--- src/rtl/matmul_pkg.sv ---
// Shared types and default sizing for the matrix-multiply sequencer.
// State encoding and address width are common to the control block and its interface.
package matmul_pkg;

  localparam int DEF_MAX_DIM = 8;
  localparam int DEF_IDX_W   = 3;
  localparam int DEF_RAM_LAT = 1;
  localparam int ADDR_W      = 2 * DEF_IDX_W;

  typedef enum logic [2:0] {
    IDLE,
    ISSUE,
    WAIT,
    WRITE,
    DONE
  } state_t;

endpackage

--- src/rtl/matmul_if.sv ---
// Register-file / datapath bundle for the matmul sequencer.
// The master side is the HPS register file; the slave side is the sequencer.
interface matmul_if #(
  parameter int IDX_W = matmul_pkg::DEF_IDX_W
);
  localparam int AW = 2 * IDX_W;

  logic           start;
  logic           abort;
  logic [IDX_W:0] dim;
  logic           irq_ack;
  logic [AW-1:0]  a_addr;
  logic [AW-1:0]  b_addr;
  logic           mac_clr;
  logic           mac_en;
  logic [AW-1:0]  c_addr;
  logic           c_we;
  logic           busy;
  logic           done;
  logic           irq;
  logic           err;

  modport master (
    output start, abort, dim, irq_ack,
    input  a_addr, b_addr, mac_clr, mac_en, c_addr, c_we, busy, done, irq, err
  );

  modport slave (
    input  start, abort, dim, irq_ack,
    output a_addr, b_addr, mac_clr, mac_en, c_addr, c_we, busy, done, irq, err
  );

endinterface

--- src/rtl/matmul_issue_pipe.sv ---
// Delay line that re-times each issued {valid, first} token to the cycle the
// operand RAM data reaches the MAC.
module matmul_issue_pipe
  import matmul_pkg::*;
#(
  parameter int LAT = DEF_RAM_LAT
) (
  input  logic clk,
  input  logic reset,
  input  logic flush,
  input  logic in_valid,
  input  logic in_first,
  output logic out_valid,
  output logic out_first
);

  logic [LAT-1:0] valid_q, valid_d;
  logic [LAT-1:0] first_q, first_d;

  always_comb begin
    valid_d = '0;
    first_d = '0;
    if (!flush) begin
      valid_d[0] = in_valid;
      first_d[0] = in_valid && in_first;
      for (int s = 1; s < LAT; s++) begin
        valid_d[s] = valid_q[s-1];
        first_d[s] = first_q[s-1];
      end
    end
  end

  always_ff @(posedge clk or posedge reset) begin
    if (reset) begin
      valid_q <= '0;
      first_q <= '0;
    end else begin
      valid_q <= valid_d;
      first_q <= first_d;
    end
  end

  assign out_valid = valid_q[LAT-1];
  assign out_first = first_q[LAT-1];

endmodule

--- src/rtl/matmul_sequencer.sv ---
// Control FSM for C = A x B: walks i/j/k, issues operand addresses, strobes
// the MAC and the C write port, and reports busy/done/irq/err.
module matmul_sequencer
  import matmul_pkg::*;
#(
  parameter int MAX_DIM = DEF_MAX_DIM,
  parameter int IDX_W   = DEF_IDX_W,
  parameter int RAM_LAT = DEF_RAM_LAT
) (
  input  logic    clk,
  input  logic    reset,
  matmul_if.slave bus
);

  localparam int             AW        = 2 * IDX_W;
  localparam logic [IDX_W:0] DIM_MAX   = (IDX_W + 1)'(MAX_DIM);
  localparam logic [2:0]     WAIT_LAST = 3'(RAM_LAT - 1);

  state_t state_q, state_d;
  logic [IDX_W-1:0] i_q, i_d, j_q, j_d, k_q, k_d, n_last_q, n_last_d;
  logic [2:0] wait_q, wait_d;
  logic [AW-1:0] a_addr_q, a_addr_d, b_addr_q, b_addr_d, c_addr_q, c_addr_d;
  logic c_we_q, c_we_d, busy_q, busy_d, done_q, done_d;
  logic irq_q, irq_d, err_q, err_d;
  logic dim_ok, start_ok, run_abort;

  always_comb begin
    dim_ok    = (bus.dim != '0) && (bus.dim <= DIM_MAX);
    start_ok  = bus.start && !bus.abort && (state_q == IDLE);
    run_abort = bus.abort && (state_q != IDLE);

    state_d  = state_q;
    i_d      = i_q;
    j_d      = j_q;
    k_d      = k_q;
    n_last_d = n_last_q;
    wait_d   = wait_q;
    err_d    = err_q;
    irq_d    = irq_q;
    if (bus.irq_ack) irq_d = 1'b0;

    case (state_q)
      IDLE: begin
        if (start_ok) begin
          if (dim_ok) begin
            n_last_d = bus.dim[IDX_W-1:0] - IDX_W'(1);
            i_d      = '0;
            j_d      = '0;
            k_d      = '0;
            err_d    = 1'b0;
            irq_d    = 1'b0;
            state_d  = ISSUE;
          end else begin
            err_d = 1'b1;
          end
        end
      end
      ISSUE: begin
        if (k_q == n_last_q) begin
          k_d     = '0;
          wait_d  = '0;
          state_d = WAIT;
        end else begin
          k_d = k_q + IDX_W'(1);
        end
      end
      WAIT: begin
        if (wait_q == WAIT_LAST) state_d = WRITE;
        else wait_d = wait_q + 3'd1;
      end
      WRITE: begin
        state_d = ISSUE;
        if (j_q == n_last_q) begin
          j_d = '0;
          if (i_q == n_last_q) begin
            i_d     = '0;
            state_d = DONE;
          end else begin
            i_d = i_q + IDX_W'(1);
          end
        end else begin
          j_d = j_q + IDX_W'(1);
        end
      end
      DONE: begin
        if (!bus.abort) irq_d = 1'b1;
        state_d = IDLE;
      end
      default: state_d = IDLE;
    endcase

    if (run_abort) state_d = IDLE;

    // Outputs are registered against the next state so they line up with it.
    busy_d   = (state_d != IDLE);
    done_d   = (state_d == DONE);
    c_we_d   = (state_d == WRITE);
    a_addr_d = a_addr_q;
    b_addr_d = b_addr_q;
    c_addr_d = c_addr_q;
    if (state_d == ISSUE) begin
      a_addr_d = {i_d, k_d};
      b_addr_d = {k_d, j_d};
    end
    if (state_d == WRITE) c_addr_d = {i_d, j_d};
  end

  always_ff @(posedge clk or posedge reset) begin
    if (reset) begin
      state_q  <= IDLE;
      i_q      <= '0;
      j_q      <= '0;
      k_q      <= '0;
      n_last_q <= '0;
      wait_q   <= '0;
      a_addr_q <= '0;
      b_addr_q <= '0;
      c_addr_q <= '0;
      c_we_q   <= 1'b0;
      busy_q   <= 1'b0;
      done_q   <= 1'b0;
      irq_q    <= 1'b0;
      err_q    <= 1'b0;
    end else begin
      state_q  <= state_d;
      i_q      <= i_d;
      j_q      <= j_d;
      k_q      <= k_d;
      n_last_q <= n_last_d;
      wait_q   <= wait_d;
      a_addr_q <= a_addr_d;
      b_addr_q <= b_addr_d;
      c_addr_q <= c_addr_d;
      c_we_q   <= c_we_d;
      busy_q   <= busy_d;
      done_q   <= done_d;
      irq_q    <= irq_d;
      err_q    <= err_d;
    end
  end

  matmul_issue_pipe #(
    .LAT(RAM_LAT)
  ) u_issue_pipe (
    .clk      (clk),
    .reset    (reset),
    .flush    (run_abort),
    .in_valid (state_q == ISSUE),
    .in_first (k_q == '0),
    .out_valid(bus.mac_en),
    .out_first(bus.mac_clr)
  );

  // An abort landing on a WRITE or DONE cycle suppresses that cycle's strobe.
  assign bus.c_we   = c_we_q & ~bus.abort;
  assign bus.done   = done_q & ~bus.abort;
  assign bus.a_addr = a_addr_q;
  assign bus.b_addr = b_addr_q;
  assign bus.c_addr = c_addr_q;
  assign bus.busy   = busy_q;
  assign bus.irq    = irq_q;
  assign bus.err    = err_q;

endmodule

--- src/flat_wrapper.sv ---
// flat-port wrapper written by rule: the top's interface ports become plain ports
module matmul_sequencer_flat import matmul_pkg::*;
#(
  parameter int MAX_DIM = DEF_MAX_DIM,
  parameter int IDX_W   = DEF_IDX_W,
  parameter int RAM_LAT = DEF_RAM_LAT
)
  (clk, reset, bus_start, bus_abort, bus_dim, bus_irq_ack, bus_a_addr, bus_b_addr, bus_mac_clr, bus_mac_en, bus_c_addr, bus_c_we, bus_busy, bus_done, bus_irq, bus_err);
  matmul_if #(.IDX_W(IDX_W)) bus_i ();
  input  logic clk;
  input  logic reset;
  input wire logic [$bits(bus_i.start)-1:0] bus_start;
  input wire logic [$bits(bus_i.abort)-1:0] bus_abort;
  input wire logic [$bits(bus_i.dim)-1:0] bus_dim;
  input wire logic [$bits(bus_i.irq_ack)-1:0] bus_irq_ack;
  output wire logic [$bits(bus_i.a_addr)-1:0] bus_a_addr;
  output wire logic [$bits(bus_i.b_addr)-1:0] bus_b_addr;
  output wire logic [$bits(bus_i.mac_clr)-1:0] bus_mac_clr;
  output wire logic [$bits(bus_i.mac_en)-1:0] bus_mac_en;
  output wire logic [$bits(bus_i.c_addr)-1:0] bus_c_addr;
  output wire logic [$bits(bus_i.c_we)-1:0] bus_c_we;
  output wire logic [$bits(bus_i.busy)-1:0] bus_busy;
  output wire logic [$bits(bus_i.done)-1:0] bus_done;
  output wire logic [$bits(bus_i.irq)-1:0] bus_irq;
  output wire logic [$bits(bus_i.err)-1:0] bus_err;
  assign bus_i.start = bus_start;
  assign bus_i.abort = bus_abort;
  assign bus_i.dim = bus_dim;
  assign bus_i.irq_ack = bus_irq_ack;
  assign bus_a_addr = bus_i.a_addr;
  assign bus_b_addr = bus_i.b_addr;
  assign bus_mac_clr = bus_i.mac_clr;
  assign bus_mac_en = bus_i.mac_en;
  assign bus_c_addr = bus_i.c_addr;
  assign bus_c_we = bus_i.c_we;
  assign bus_busy = bus_i.busy;
  assign bus_done = bus_i.done;
  assign bus_irq = bus_i.irq;
  assign bus_err = bus_i.err;
  matmul_sequencer #(.MAX_DIM(MAX_DIM), .IDX_W(IDX_W), .RAM_LAT(RAM_LAT)) u_core (.clk(clk), .reset(reset), .bus(bus_i));
endmodule
--- config.mk ---
export PLATFORM = sky130hd
export DESIGN_NAME = matmul_sequencer_flat
export DESIGN_NICKNAME = d
export VERILOG_FILES = /design/src/rtl/matmul_pkg.sv /design/src/rtl/matmul_if.sv /design/src/rtl/matmul_issue_pipe.sv /design/src/rtl/matmul_sequencer.sv /design/src/flat_wrapper.sv
export SDC_FILE = /design/constraint.sdc
export NUM_CORES = 1
export LEC_CHECK = 0
export ABC_AREA = 1
export CAP_MARGIN = 15
export CORE_AREA = 2 2 76 60
export DETAILED_ROUTE_END_ITERATION = 10
export DIE_AREA = 0 0 78 62
export PLACE_DENSITY_LB_ADDON = 0.05
export SKIP_CTS_REPAIR_TIMING = 1
export SLEW_MARGIN = 15
export SYNTH_ARGS = -nofsm -noshare
export SYNTH_HDL_FRONTEND = slang
export SYNTH_SLANG_ARGS = --single-unit
--- constraint.sdc ---
create_clock -name clk -period 1.9 [get_ports clk]
set_input_delay 0.38 -clock clk [delete_from_list [all_inputs] [get_ports clk]]
set_output_delay 0.38 -clock clk [all_outputs]
set_load 0.005 [all_outputs]
### Word-level counts from Yosys, hierarchy flattened

Cells that the tools add are included.

* bitwise logic cells: 3
* mux-type cells: 32
* add/subtract/negate cells: 5
* eq/ne operators: 12
* reductions and logical operators: 16
* magnitude comparators: 1

Operators by type and width (number)
* $mux 3: 19
* $pmux 3 s2: 4
* $add 3x1->3 const B: 4
* $pmux 3 s4: 1
* $eq 3x2->1 const B: 3
* $eq 3x3->1: 3
* $logic_not 3->1: 3
* $mux 1: 7
* $eq 3x1->1 const B: 2
* $eq 3x3->1 const B: 2
* $reduce_and 3->1: 2
* $reduce_bool 3->1: 2
* $logic_and 1x1->1: 5
* $le 4x4->1 const B: 1
* $reduce_bool 4->1: 1
* $sub 3x1->3 const B: 1
* $and 1x1->1: 2
* $ne 2x1->1 const B: 1
* $ne 2x2->1 const B: 1
* $pmux 1 s2: 1
* $reduce_and 2->1: 1
* $reduce_bool 2->1: 1
* $logic_not 1->1: 1
* $not 1->1: 1

* register bits after elaboration: 43
* output and inout port bits: 25
* logic and storage cells: 85
* input port bits: 9

### Longest topological paths before layout

Gate-level depths: netlist of the first run.

* depth after elaboration: 7
* mapped depth: 12
* gate-level depth less buffers: 12

### Cells and area by module

A second synthesis of the first run with hierarchy kept.

* cell total of the unflattened synthesis: 252
* area, all modules: 2085.8 µm²

Modules (own cells, without submodules)
* matmul_sequencer: cells each 245, instances 1, seq. area each 950.9 µm², area each 2014.4 µm²
* matmul_issue_pipe: cells each 7, instances 1, seq. area each 50.0 µm², area each 71.3 µm²

### Worst setup path after synthesis of the first run

OpenSTA, ideal clock, no wires.

* kind: register -> register
* start: register u_core.n_last_q[1]
* end: register u_core.busy_q (netlist: u_core.bus.busy)
* arrival: 1.326 ns
* path buffers: 1
* clock period less this slack: 1.454 ns
* setup slack: 0.446 ns
* setup time: 0.128 ns
* data required time: 1.772 ns
* cell stages (with the launch flop): 8
* path through: dfrtp_1 xnor2_1 nand3_2 a21oi_4 nand3_4 buf_6 nand2_2 nand3_1

* cells in the longest elaborated chain, start to end: 6
* elaborated cells between the ends (all ways): 9
* classes of those cells: 3 x eq/ne; 5 x mux; 1 x reduce/logical

RTL lines
* start, declared: line matmul_sequencer.sv:20 `logic [IDX_W-1:0] i_q, i_d, j_q, j_d, k_q, k_d, n_last_q, n_last_d;`
* start signal, assigned: line matmul_sequencer.sv:129 `n_last_q <= n_last_d;`
* $eq 3x3->1: line matmul_sequencer.sv:75 `if (i_q == n_last_q) begin`
* $mux 3: line matmul_sequencer.sv:75
* $mux 3: line matmul_sequencer.sv:73 `if (j_q == n_last_q) begin`
* $pmux 3 s4 *: line matmul_sequencer.sv:42 `case (state_q)`
* $mux 3 *: line matmul_sequencer.sv:92 `if (run_abort) state_d = IDLE;`
* $reduce_bool 3->1 *: line matmul_sequencer.sv:95 `busy_d = (state_d != IDLE);`
* via u_core.busy_d: line matmul_sequencer.sv:23 `logic c_we_q, c_we_d, busy_q, busy_d, done_q, done_d;`
* end signal, assigned: line matmul_sequencer.sv:135 `busy_q <= busy_d;`
* end, declared: line matmul_sequencer.sv:23

The timed path passes the listed nets; every way through them passes the cells marked *.
A chain may end at the register's enable or synchronous reset.

### Worst setup path after layout of the first run

* start: register u_core.n_last_q[1]
* end: register u_core.a_addr_q[4] (netlist: u_core.bus.a_addr[4])

* cells in the longest elaborated chain, start to end: 6
* elaborated cells between the ends (all ways): 12
* classes of those cells: 4 x eq/ne; 8 x mux

RTL lines
* $eq 3x3->1: line matmul_sequencer.sv:75
* $mux 3: line matmul_sequencer.sv:75
* $mux 3: line matmul_sequencer.sv:73
* $pmux 3 s4: line matmul_sequencer.sv:42
* $mux 3: line matmul_sequencer.sv:92
* $eq 3x1->1: line matmul_sequencer.sv:101 `if (state_d == ISSUE) begin`
* end signal, assigned: line matmul_sequencer.sv:131 `a_addr_q <= a_addr_d;`
* end, declared: line matmul_sequencer.sv:22 `logic [AW-1:0] a_addr_q, a_addr_d, b_addr_q, b_addr_d, c_addr_q, c_addr_d;`

Parallel ways exist; a longest one is shown, timed or not.

==> results of run 1 <==
state kept, by name, summed over array words and instances, names as in the netlist:
name and cells:
u_core.u_issue_pipe.out_first 1, u_core.state_q 3, u_core.wait_q 3, u_core.bus.b_addr 5, u_core.done_q 1, u_core.c_we_q 1, u_core.bus.irq 1, u_core.k_q 3
u_core.bus.a_addr 4, u_core.bus.c_addr 6, u_core.n_last_q 3, u_core.u_issue_pipe.out_valid 1, u_core.bus.err 1, u_core.bus.busy 1, u_core.i_q 3, u_core.j_q 3
layout make-up:
class                      instances  area, sq um  share of cell area, %
sequential                        40         1001                  36.41
multi-input combinational        171        934.6                  34.00
timing repair buffer              50        498.0                  18.12
inverter                          40        151.4                  5.507
clock buffer                       6        82.58                  3.004
tap                               57        71.32                  2.594
clock inverter                     2        10.01                 0.3641
cells in the final DEF (no fill, tap or decap):
master | synthesis | layout
sky130_fd_sc_hd__a21oi_1 | 1 | 1
sky130_fd_sc_hd__a21oi_4 | 1 | 1
sky130_fd_sc_hd__a31oi_1 | 1 | 1
sky130_fd_sc_hd__and2_1 | 1 | 1
sky130_fd_sc_hd__buf_12 | 0 | 3
sky130_fd_sc_hd__buf_4 | 3 | 14
sky130_fd_sc_hd__clkbuf_8 | 0 | 6
sky130_fd_sc_hd__clkdlybuf4s50_1 | 0 | 32
sky130_fd_sc_hd__clkinv_2 | 1 | 3
sky130_fd_sc_hd__dfrtp_1 | 40 | 40
sky130_fd_sc_hd__dlymetal6s2s_1 | 0 | 1
sky130_fd_sc_hd__ha_1 | 7 | 7
sky130_fd_sc_hd__inv_1 | 38 | 38
sky130_fd_sc_hd__inv_2 | 1 | 1
sky130_fd_sc_hd__nand2_1 | 92 | 88
sky130_fd_sc_hd__nand2_2 | 3 | 6
sky130_fd_sc_hd__nand2_4 | 0 | 1
sky130_fd_sc_hd__nand3_1 | 12 | 11
sky130_fd_sc_hd__nand3_2 | 4 | 4
sky130_fd_sc_hd__nand3_4 | 2 | 3
sky130_fd_sc_hd__nand4_1 | 18 | 18
sky130_fd_sc_hd__nor2_1 | 11 | 11
sky130_fd_sc_hd__nor2_2 | 1 | 1
sky130_fd_sc_hd__nor2_4 | 2 | 2
sky130_fd_sc_hd__nor4_1 | 1 | 1
sky130_fd_sc_hd__o21ai_0 | 6 | 6
sky130_fd_sc_hd__or2_2 | 1 | 1
sky130_fd_sc_hd__xnor2_1 | 4 | 4
sky130_fd_sc_hd__xor2_1 | 3 | 3
cells by family (layout without fill, tap and decap cells):
family | Yosys count | after routing | synth area share (%)
DFF | 40 | 40 | 47.48
and+or+nand+nor | 148 | 148 | 33.24
xor gates and xnor gates | 7 | 7 | 2.908
AOI/OAI and AO/OA | 9 | 9 | 2.730
buffers and inverters | 47 | 98 | 9.495
adders and majority gates | 7 | 7 | 4.154
power groups by stage:
stage	sequential (mW)	clock, mW	combinational [mW]
6_report	1.36	0.588	2.19
5_1_grt	1.40	0.644	2.48
4_1_cts	1.36	0.591	2.15
3_5_place_dp	1.37	0	2.14
3_3_place_gp	1.37	0	2.12
2_1_floorplan	1.33	0	1.21
layer usage:
layer | wire length [um] | GRT usage (%)
met1 | 2244 | 30.57
met2 | 1841 | 30.05
met3 | 252 | 5.925
met4 | 17 | 5.514
met5 | 0 | 0
critical path, cell delays in order, from the launching register on:
cell and delay (ns):
sky130_fd_sc_hd__dfrtp_1 0.47, sky130_fd_sc_hd__inv_1 0.13, sky130_fd_sc_hd__nand2_1 0.06, sky130_fd_sc_hd__nand2_1 0.07, sky130_fd_sc_hd__nand3_2 0.11, sky130_fd_sc_hd__inv_2 0.12, sky130_fd_sc_hd__nand2_1 0.06, sky130_fd_sc_hd__nand2_1 0.10
sky130_fd_sc_hd__nand3_4 0.12, sky130_fd_sc_hd__buf_12 0.16, sky130_fd_sc_hd__buf_12 0.12, sky130_fd_sc_hd__nand4_1 0.08, sky130_fd_sc_hd__nand2_1 0.07
worst paths after layout:
kind                                      startpoint                    to  slack (ns)
worst max register to register    u_core.n_last_q[1]  u_core.bus.a_addr[4]        0.12
max in group asynchronous                      reset     u_core.state_q[1]        1.04
min in group asynchronous                      reset        u_core.bus.err        0.51
worst max-delay path              u_core.n_last_q[1]  u_core.bus.a_addr[4]        0.12
worst min register to register  u_core.bus.b_addr[0]  u_core.bus.b_addr[0]        0.48
worst min-delay path            u_core.bus.b_addr[0]  u_core.bus.b_addr[0]        0.48
synthesized netlist by cell type:
master and count:
sky130_fd_sc_hd__o21ai_0 6, sky130_fd_sc_hd__nand3_2 4, sky130_fd_sc_hd__nor2_4 2, sky130_fd_sc_hd__nand2_1 92, sky130_fd_sc_hd__nand3_1 12, sky130_fd_sc_hd__clkinv_2 1, sky130_fd_sc_hd__inv_2 1, sky130_fd_sc_hd__nand4_1 18
sky130_fd_sc_hd__xnor2_1 4, sky130_fd_sc_hd__buf_2 2, sky130_fd_sc_hd__ha_1 7, sky130_fd_sc_hd__nand2_2 3, sky130_fd_sc_hd__nand3_4 2, sky130_fd_sc_hd__a21oi_1 1, sky130_fd_sc_hd__nor2_1 11, sky130_fd_sc_hd__dfrtp_1 40
sky130_fd_sc_hd__a31oi_1 1, sky130_fd_sc_hd__clkbuf_2 1, sky130_fd_sc_hd__xor2_1 3, sky130_fd_sc_hd__nor4_1 1, sky130_fd_sc_hd__a21oi_4 1, sky130_fd_sc_hd__buf_4 3, sky130_fd_sc_hd__buf_6 1, sky130_fd_sc_hd__nor2_2 1
sky130_fd_sc_hd__inv_1 38, sky130_fd_sc_hd__and2_1 1, sky130_fd_sc_hd__or2_2 1
==> metrics.yaml, run 1 <==
outcome: "finished clean"
detailedPlacementHpwl_um: 3249
final_non_filler_cell_area_sq_um: 2749
crit_path_start_kind: "flip-flop"
endpoints_failing_hold: 0
global_route.usage.total_pct: 20.69
final.setup_skew_ns: 0.005590
post-place-cells: 358
dp_slack_ns: -0.2033
p_sw_share_pct: 40.68
routabilityCongestion: 0.9103
pin_count: 34
wl_per_cell_um: 11.90
max_clock_freq_ghz: 0.5631
clockBufferDepth: 2
finish.net_count: 324
drive_above_1_share_pct: 14.89
vias_per_cell: 4.790
postRouteWirelength_um: 4354
final_report_max_slew_violation_count: 0
cts.htree.levels: 2
postPlaceCellArea_sq_um: 2626
tritoncts_num_sinks: 40
clock_tree_from_tritoncts: "yes"
timing.slew.headroom_pct: 66.69
data_required_time_at_the_worst_endpoint_ns: 2.08
post_synth_inst_count: 258
sequentialPowerShare_pct: 32.8
syn-num-nets: 274
via_count: 1753
clk_pin_slew_ns: 0.08
proportion_of_synthesized_chip_area_in_sequential_cells_pct: 47.48
intPower_mw: 2.455
clockPowerShare_pct: 14.2
final_critical_path_setup_slack_ns: 0.1242
synth_top_area_share_pct: 47.48
rsz0062_at_grt: "no"
number_of_antenna_violations_at_the_first_check_in_global_routing: 0
antenna_violating_nets_post_route: 0
cap_viol_max_count: 0
drc: 0
synth_area_sq_um: 2108
synthToLayoutAreaGrowth_pct: 30.39
combPwrFrac_pct: 53.0
setup_viol: 0
floorplan.die.width_um: 78
standard_cell_row_count: 21
maximum_fanout_along_the_worst_path: 6
netlist-cell-type-count: 27
antenna_cells: 0
hold_class: "reg2reg"
grt_pass1_vias: 1644
clkLatencyLatePin_ns: 0.29
final_core_util_pct: 65.39
floorplan.die_area_sq_um: 4836
drt-initial-drc-count: 125
setup_total_negative_slack_ns: 0
cellLeakagePower_nw: 1.490
synth.yosys.warnings: 0
fin_crit_ns: 1.776
synth.avg_cell_area_sq_um: 8.172
holdWs_ns: 0.4776
coreArea_sq_um: 4204
fp.dieH_um: 62
net_load_switching_power_mw: 1.683
grt_first_pass_wirelength_um: 7610
power.ir.vdd_worst_v: 0.0008452
setup.worst_path.end_class: "flip-flop"
post_synth_main_area_contributors: "sky130_fd_sc_hd__dfrtp_1 47%, sky130_fd_sc_hd__nand2_1 16%, sky130_fd_sc_hd__inv_1 6.8%"
worst_pin_slew_ns: 0.4997
power_density_over_the_cells_nw_per_um2: 1505
cts_buffer_count: 5
n_fill_cell: 368
buffer_ports.inserted: 33
global_route.overflow_total: 0
p_total_mw: 4.138
timing.hold.worst_path_depth: 2
floorplan.initialDensity_pct: 50.15
worst_reg_to_reg_path_cell_count: 12
postSynthRegisterBits: 40
drtPass1Iterations: 4
cp.arrival_ns: 1.96
cts_root_buf: "sky130_fd_sc_hd__clkbuf_8"
critical_path_class: "reg2reg"
synthDominantAreaCellType: "sky130_fd_sc_hd__dfrtp_1"
grt_max_degree: 41
layoutNonFillerInstCount: 366
period_share_pct: 93.47
No activity file was read; power rests on OpenSTA's default activity.
==> inputs of run 2 (changes only) <==
Settings changed: ABC_AREA 1 to default, CORE_AREA 2 2 76 60 to 2 2 75 59, DIE_AREA 0 0 78 62 to 0 0 77 61.
==> metrics.yaml, run 2 <==
synth_top_area_share_pct: 50.89
antenna_cells: 0
edff_count_synth: 0
yosysMostFrequentCell: "sky130_fd_sc_hd__dfrtp_1"
synth.avg_cell_area_sq_um: 11.57
max_stage_delay_ns: 0.40
final_critical_path_setup_slack_ns: -0.2503
antenna_violating_nets_post_route: 0
cts.htree.levels: 2
layoutNonFillerInstCount: 300
power.ir.vdd_worst_v: 0.0006633
via_count: 1535
cpMaxStageDelayCell: "sky130_fd_sc_hd__dfrtp_1"
wl_per_cell_um: 15.97
grt_max_degree: 41
grt_pass1_vias: 1517
critical_path_class: "reg2reg"
floorplan.die_area_sq_um: 4697
multi_input_gate_area_sq_um: 1003
standard_cell_row_count: 20
power_density_over_the_cells_nw_per_um2: 1227
violations: "negative setup slack"
drt-initial-drc-count: 80
vias_per_cell: 5.117
pin_count: 34
post-place-cells: 284
most-common-layout-cells: "40 x sky130_fd_sc_hd__dfrtp_1, 36 x sky130_fd_sc_hd__buf_4, 29 x sky130_fd_sc_hd__clkdlybuf4s50_1"
post_synth_inst_count: 170
coreArea_sq_um: 3954
max_clock_freq_ghz: 0.4651
n_fill_cell: 301
final_non_filler_cell_area_sq_um: 2863
routabilityCongestion: 0.9080
number_of_antenna_violations_at_the_first_check_in_global_routing: 0
mostFrequentLayoutCell: "sky130_fd_sc_hd__dfrtp_1"
global_route.overflow_total: 0
async_flop_share_pct: 100.0
crit_path_start_kind: "flip-flop"
rsz0062_at_grt: "yes"
proportion_of_synthesized_chip_area_in_sequential_cells_pct: 50.89
postRouteWirelength_um: 4792
data_required_time_at_the_worst_endpoint_ns: 2.08
cellLeakagePower_nw: 1.408
cts_root_buf: "sky130_fd_sc_hd__clkbuf_8"
drc: 0
clock_tree_from_tritoncts: "yes"
final_report_max_slew_violation_count: 0
postPlaceCellArea_sq_um: 2570
tritoncts_num_sinks: 40
cts_buffer_count: 5
fp.dieH_um: 61
cap_viol_max_count: 0
synth.yosys.warnings: 0
maximum_fanout_along_the_worst_path: 5
largest_reg_flops: 6
synthToLayoutAreaGrowth_pct: 45.55
postSynthRegisterBits: 40
floorplan.die.width_um: 77
setup_viol: 16
netlist-cell-type-count: 38
seqCellArea_sq_um: 1001
detailedPlacementHpwl_um: 3262
yosys-top-cells-count: "40 x sky130_fd_sc_hd__dfrtp_1, 16 x sky130_fd_sc_hd__mux2_2, 12 x sky130_fd_sc_hd__nor2_1"
synthDominantAreaCellType: "sky130_fd_sc_hd__dfrtp_1"
setup.worst_path.end_class: "flip-flop"
worstPathCellList: "inv_2 -> ha_4 -> inv_2 -> or3_4 -> a21oi_4 -> o311ai_4 -> nor3_4 -> buf_6 -> mux2_4"
holdWs_ns: 0.3392
outcome: "complete, but fails checks"
buffer_ports.inserted: 33
synth_area_sq_um: 1967
global_route.usage.total_pct: 20.25
finish.net_count: 260
final_core_util_pct: 72.41
yosys_most_used_dff: "sky130_fd_sc_hd__dfrtp_1"
endpoints_failing_hold: 0
worst_pin_slew_ns: 0.5032
drtPass1Iterations: 4
timing.slew.headroom_pct: 66.46
fin_crit_ns: 2.150
crit_top_cell: "sky130_fd_sc_hd__inv_2"
clkLatencyLatePin_ns: 0.30
post_synth_main_area_contributors: "sky130_fd_sc_hd__dfrtp_1 51%, sky130_fd_sc_hd__mux2_2 9.2%, sky130_fd_sc_hd__ha_1 4.5%"
syn-num-nets: 186
final.setup_skew_ns: 0.01200
floorplan.initialDensity_pct: 49.75
grt_first_pass_wirelength_um: 7065
drive_above_1_share_pct: 37.96
hold_class: "in2reg"
clk_pin_slew_ns: 0.07
cp.arrival_ns: 2.33
period_share_pct: 113.2
clockBufferDepth: 2
[run 2: cell count changes after synthesis, sizes merged, moves of 3 or more]
cell | before | now
nor2b | 0 | 6
nand2 | 95 | 9
nand3 | 18 | 4
a21oi | 2 | 11
nand4 | 18 | 0
nor3 | 0 | 6
xor2 | 3 | 9
or3 | 0 | 3
mux2 | 0 | 17
inv | 39 | 10
[run 2: area by class of cell]
type                    count  share of cell area, %
well taps                  55                  2.404
repair buffers             73                  23.21
flip-flops and latches     40                  34.96
inverters                  10                  1.311
multi-input cells         114                  35.05
clock inverters             3                 0.6556
clock buffers               5                  2.404
[run 2: logic make-up (layout without fill, tap and decap cells)]
| logic type | Yosys count | after routing | share of synthesized area [%] |
|---|---|---|---|
| simple gates | 49 | 49 | 14.95 |
| flops | 40 | 40 | 50.89 |
| mux | 18 | 18 | 10.43 |
| buf+inv | 16 | 91 | 4.580 |
| xor+xnor | 11 | 11 | 4.899 |
| fa+ha+maj | 7 | 7 | 4.453 |
| compound gates | 29 | 29 | 9.798 |
[run 2: final timing paths]
kind / from / end / slack (ns) / depth (start not counted)
max: u_core.wait_q[0] / u_core.bus.a_addr[4] / -0.25 / 9
min: bus_dim[0] / u_core.n_last_q[0] / 0.34 / 2
max reg2reg: u_core.wait_q[0] / u_core.bus.a_addr[4] / -0.25 / 9
min reg2reg: u_core.bus.c_addr[4] / u_core.bus.c_addr[4] / 0.51 / 1
max in group asynchronous: reset / u_core.wait_q[2] / 1.05 / 3
min in group asynchronous: reset / u_core.bus.c_addr[1] / 0.50 / 3
[run 2: metal layers]
layer	routed length, um	vias to the layer above	track usage [%]
li1	-	727	-
met1	2139	758	26.26
met2	2383	46	33.33
met3	243	4	5.357
met4	26	0	8.163
met5	0	-	0
[run 2: critical path, delay by kind of cell, from the launching register on]
kind / cells / cell delay [ns]
AOI/OAI and AO/OA: 2 / 0.33
and+or+nand+nor: 2 / 0.59
buffers and inverters: 3 / 0.28
DFF: 1 / 0.40
muxes: 1 / 0.30
adders and majority gates: 1 / 0.13
[run 2: metrics by stage]
step	setup TNS, ns	total power [mW]	worst slack [ns]
global placement	-14.69	2.610	-0.7278
detailed placement	-16.52	2.667	-0.8183
floorplan	-1.337	2.017	-0.1485
global route	-4.454	3.726	-0.3368
finish	-3.062	3.511	-0.2503
CTS	-7.849	3.229	-0.5086
[run 2: report_power, final]
group	switching (mW)	total [mW]	internal (mW)	leakage, nW
Sequential	0.178	1.25	1.07	0.532
Combinational	0.712	1.71	0.997	0.828
Clock	0.300	0.555	0.256	0.0479
==> inputs of run 3 (changes only) <==
Clock period 1.9 ns to 2.1 ns, I/O delays scaled along.
==> metrics.yaml, run 3 (synthesized netlist as in run 2, its figures left out) <==
floorplan.die_area_sq_um: 4697
grt_max_degree: 41
timing.hold.worst_path_depth: 2
standard_cell_row_count: 20
critical_path_class: "reg2reg"
period_share_pct: 105.8
setup_viol: 9
worst_pin_slew_ns: 0.5050
grt_pass1_vias: 1471
global_route.overflow_total: 0
finish.net_count: 243
cap_viol_max_count: 0
seqCellArea_sq_um: 1001
number_of_antenna_violations_at_the_first_check_in_global_routing: 0
global_route.usage.total_pct: 19.67
drc: 0
via_count: 1435
cts_buffer_count: 5
postRouteWirelength_um: 4286
floorplan.die.width_um: 77
final_critical_path_setup_slack_ns: -0.1215
maximum_fanout_along_the_worst_path: 4
pin_count: 34
antenna_cells: 0
mostFrequentLayoutCell: "sky130_fd_sc_hd__dfrtp_1"
data_required_time_at_the_worst_endpoint_ns: 2.28
drtPass1Iterations: 4
drt-initial-drc-count: 54
cts_root_buf: "sky130_fd_sc_hd__clkbuf_8"
antenna_violating_nets_post_route: 0
fin_crit_ns: 2.222
cellLeakagePower_nw: 1.304
crit_path_start_kind: "flip-flop"
clk_pin_slew_ns: 0.08
worst_reg_to_reg_path_cell_count: 9
clock_tree_from_tritoncts: "yes"
power_density_over_the_cells_nw_per_um2: 1164
multi_input_gate_area_sq_um: 969.7
postPlaceCellArea_sq_um: 2441
wl_per_cell_um: 15.14
n_fill_cell: 318
detailedPlacementHpwl_um: 2974
violations: "negative setup slack"
synthToLayoutAreaGrowth_pct: 38.74
largest_reg_flops: 6
buffer_ports.inserted: 33
drive_above_1_share_pct: 31.14
power.ir.vdd_worst_v: 0.0006430
clkLatencyLatePin_ns: 0.29
max_clock_freq_ghz: 0.4501
cp.arrival_ns: 2.40
setup_total_negative_slack_ns: -0.9177
grt_first_pass_wirelength_um: 6872
final_non_filler_cell_area_sq_um: 2729
clockBufferDepth: 2
floorplan.initialDensity_pct: 49.75
timing.slew.headroom_pct: 66.33
setup.worst_path.end_class: "flip-flop"
endpoints_failing_hold: 0
cts.htree.levels: 2
fp.dieH_um: 61
routabilityCongestion: 0.8639
tritoncts_num_sinks: 40
hold_class: "in2reg"
vias_per_cell: 5.071
most-common-layout-cells: "40 x sky130_fd_sc_hd__dfrtp_1, 30 x sky130_fd_sc_hd__clkdlybuf4s50_1, 21 x sky130_fd_sc_hd__buf_4"
final.setup_skew_ns: 0.003513
outcome: "complete, but fails checks"
final_report_max_slew_violation_count: 0
rsz0062_at_grt: "yes"
coreArea_sq_um: 3954
run 3: cell types whose count changed in the layout (fill, tap and decap cells not counted), sizes merged:
cell           previous run  this run
dlymetal6s2s              4         3
bufinv                    0         1
clkdlybuf4s50            29        30
clkbuf                    5         6
clkinv                    3         1
clkinvlp                  0         1
buf                      40        22
run 3: worst paths after layout:
kind	startpoint	to	slack, ns
worst min register to register	u_core.bus.a_addr[4]	u_core.bus.a_addr[4]	0.51
worst max register to register	u_core.wait_q[1]	u_core.bus.a_addr[4]	-0.12
max in group asynchronous	reset	u_core.state_q[1]	1.21
worst max-delay path	u_core.wait_q[1]	u_core.bus.a_addr[4]	-0.12
min in group asynchronous	reset	u_core.bus.b_addr[1]	0.54
worst min-delay path	bus_dim[0]	u_core.n_last_q[0]	0.33
run 3: per-stage QoR:
stage	cells	power [mW]	hold slack, ns	util [%]	setup WS [ns]
2_1_floorplan	170	1.823	0.4671	-	0.02566
4_1_cts	277	2.932	0.5166	64.56	-0.4365
3_3_place_gp	269	2.262	0.4876	61.74	-0.6331
5_1_grt	283	3.370	0.3533	69.02	-0.1785
6_report	283	3.177	0.3255	69.02	-0.1215
3_5_place_dp	269	2.298	0.4981	61.74	-0.7391
run 3: power breakdown:
group          switching [mW]  total [mW]  leakage [nW]  internal [mW]
Sequential              0.181        1.15         0.532          0.967
Clock                   0.275       0.626        0.0541          0.352
Combinational           0.565        1.40         0.718          0.838
run 3: cell type report:
| class | instances | area share [%] |
|---|---|---|
| clock buffers | 5 | 2.522 |
| repair buffers | 56 | 19.81 |
| inverters | 10 | 1.376 |
| multi-input cells | 114 | 35.53 |
| flip-flops and latches | 40 | 36.68 |
| well taps | 55 | 2.522 |
| clock inverters | 3 | 1.559 |
run 3: worst max-delay path: stages, from the launching register on:
cell	delay (ns)
sky130_fd_sc_hd__dfrtp_1	0.40
sky130_fd_sc_hd__inv_2	0.08
sky130_fd_sc_hd__ha_4	0.12
sky130_fd_sc_hd__inv_2	0.03
sky130_fd_sc_hd__or3_4	0.34
sky130_fd_sc_hd__a21oi_4	0.20
sky130_fd_sc_hd__o311ai_4	0.13
sky130_fd_sc_hd__nor3_4	0.31
sky130_fd_sc_hd__clkbuf_16	0.20
sky130_fd_sc_hd__mux2_4	0.29
run 3: routing by layer:
layer	global-route usage (%)	vias up	share of wire (%)
met1	25.38	693	48
met5	0	-	0
met2	31.20	38	45
li1	-	696	-
met4	10.20	0	1.9
met3	5.506	8	4.6
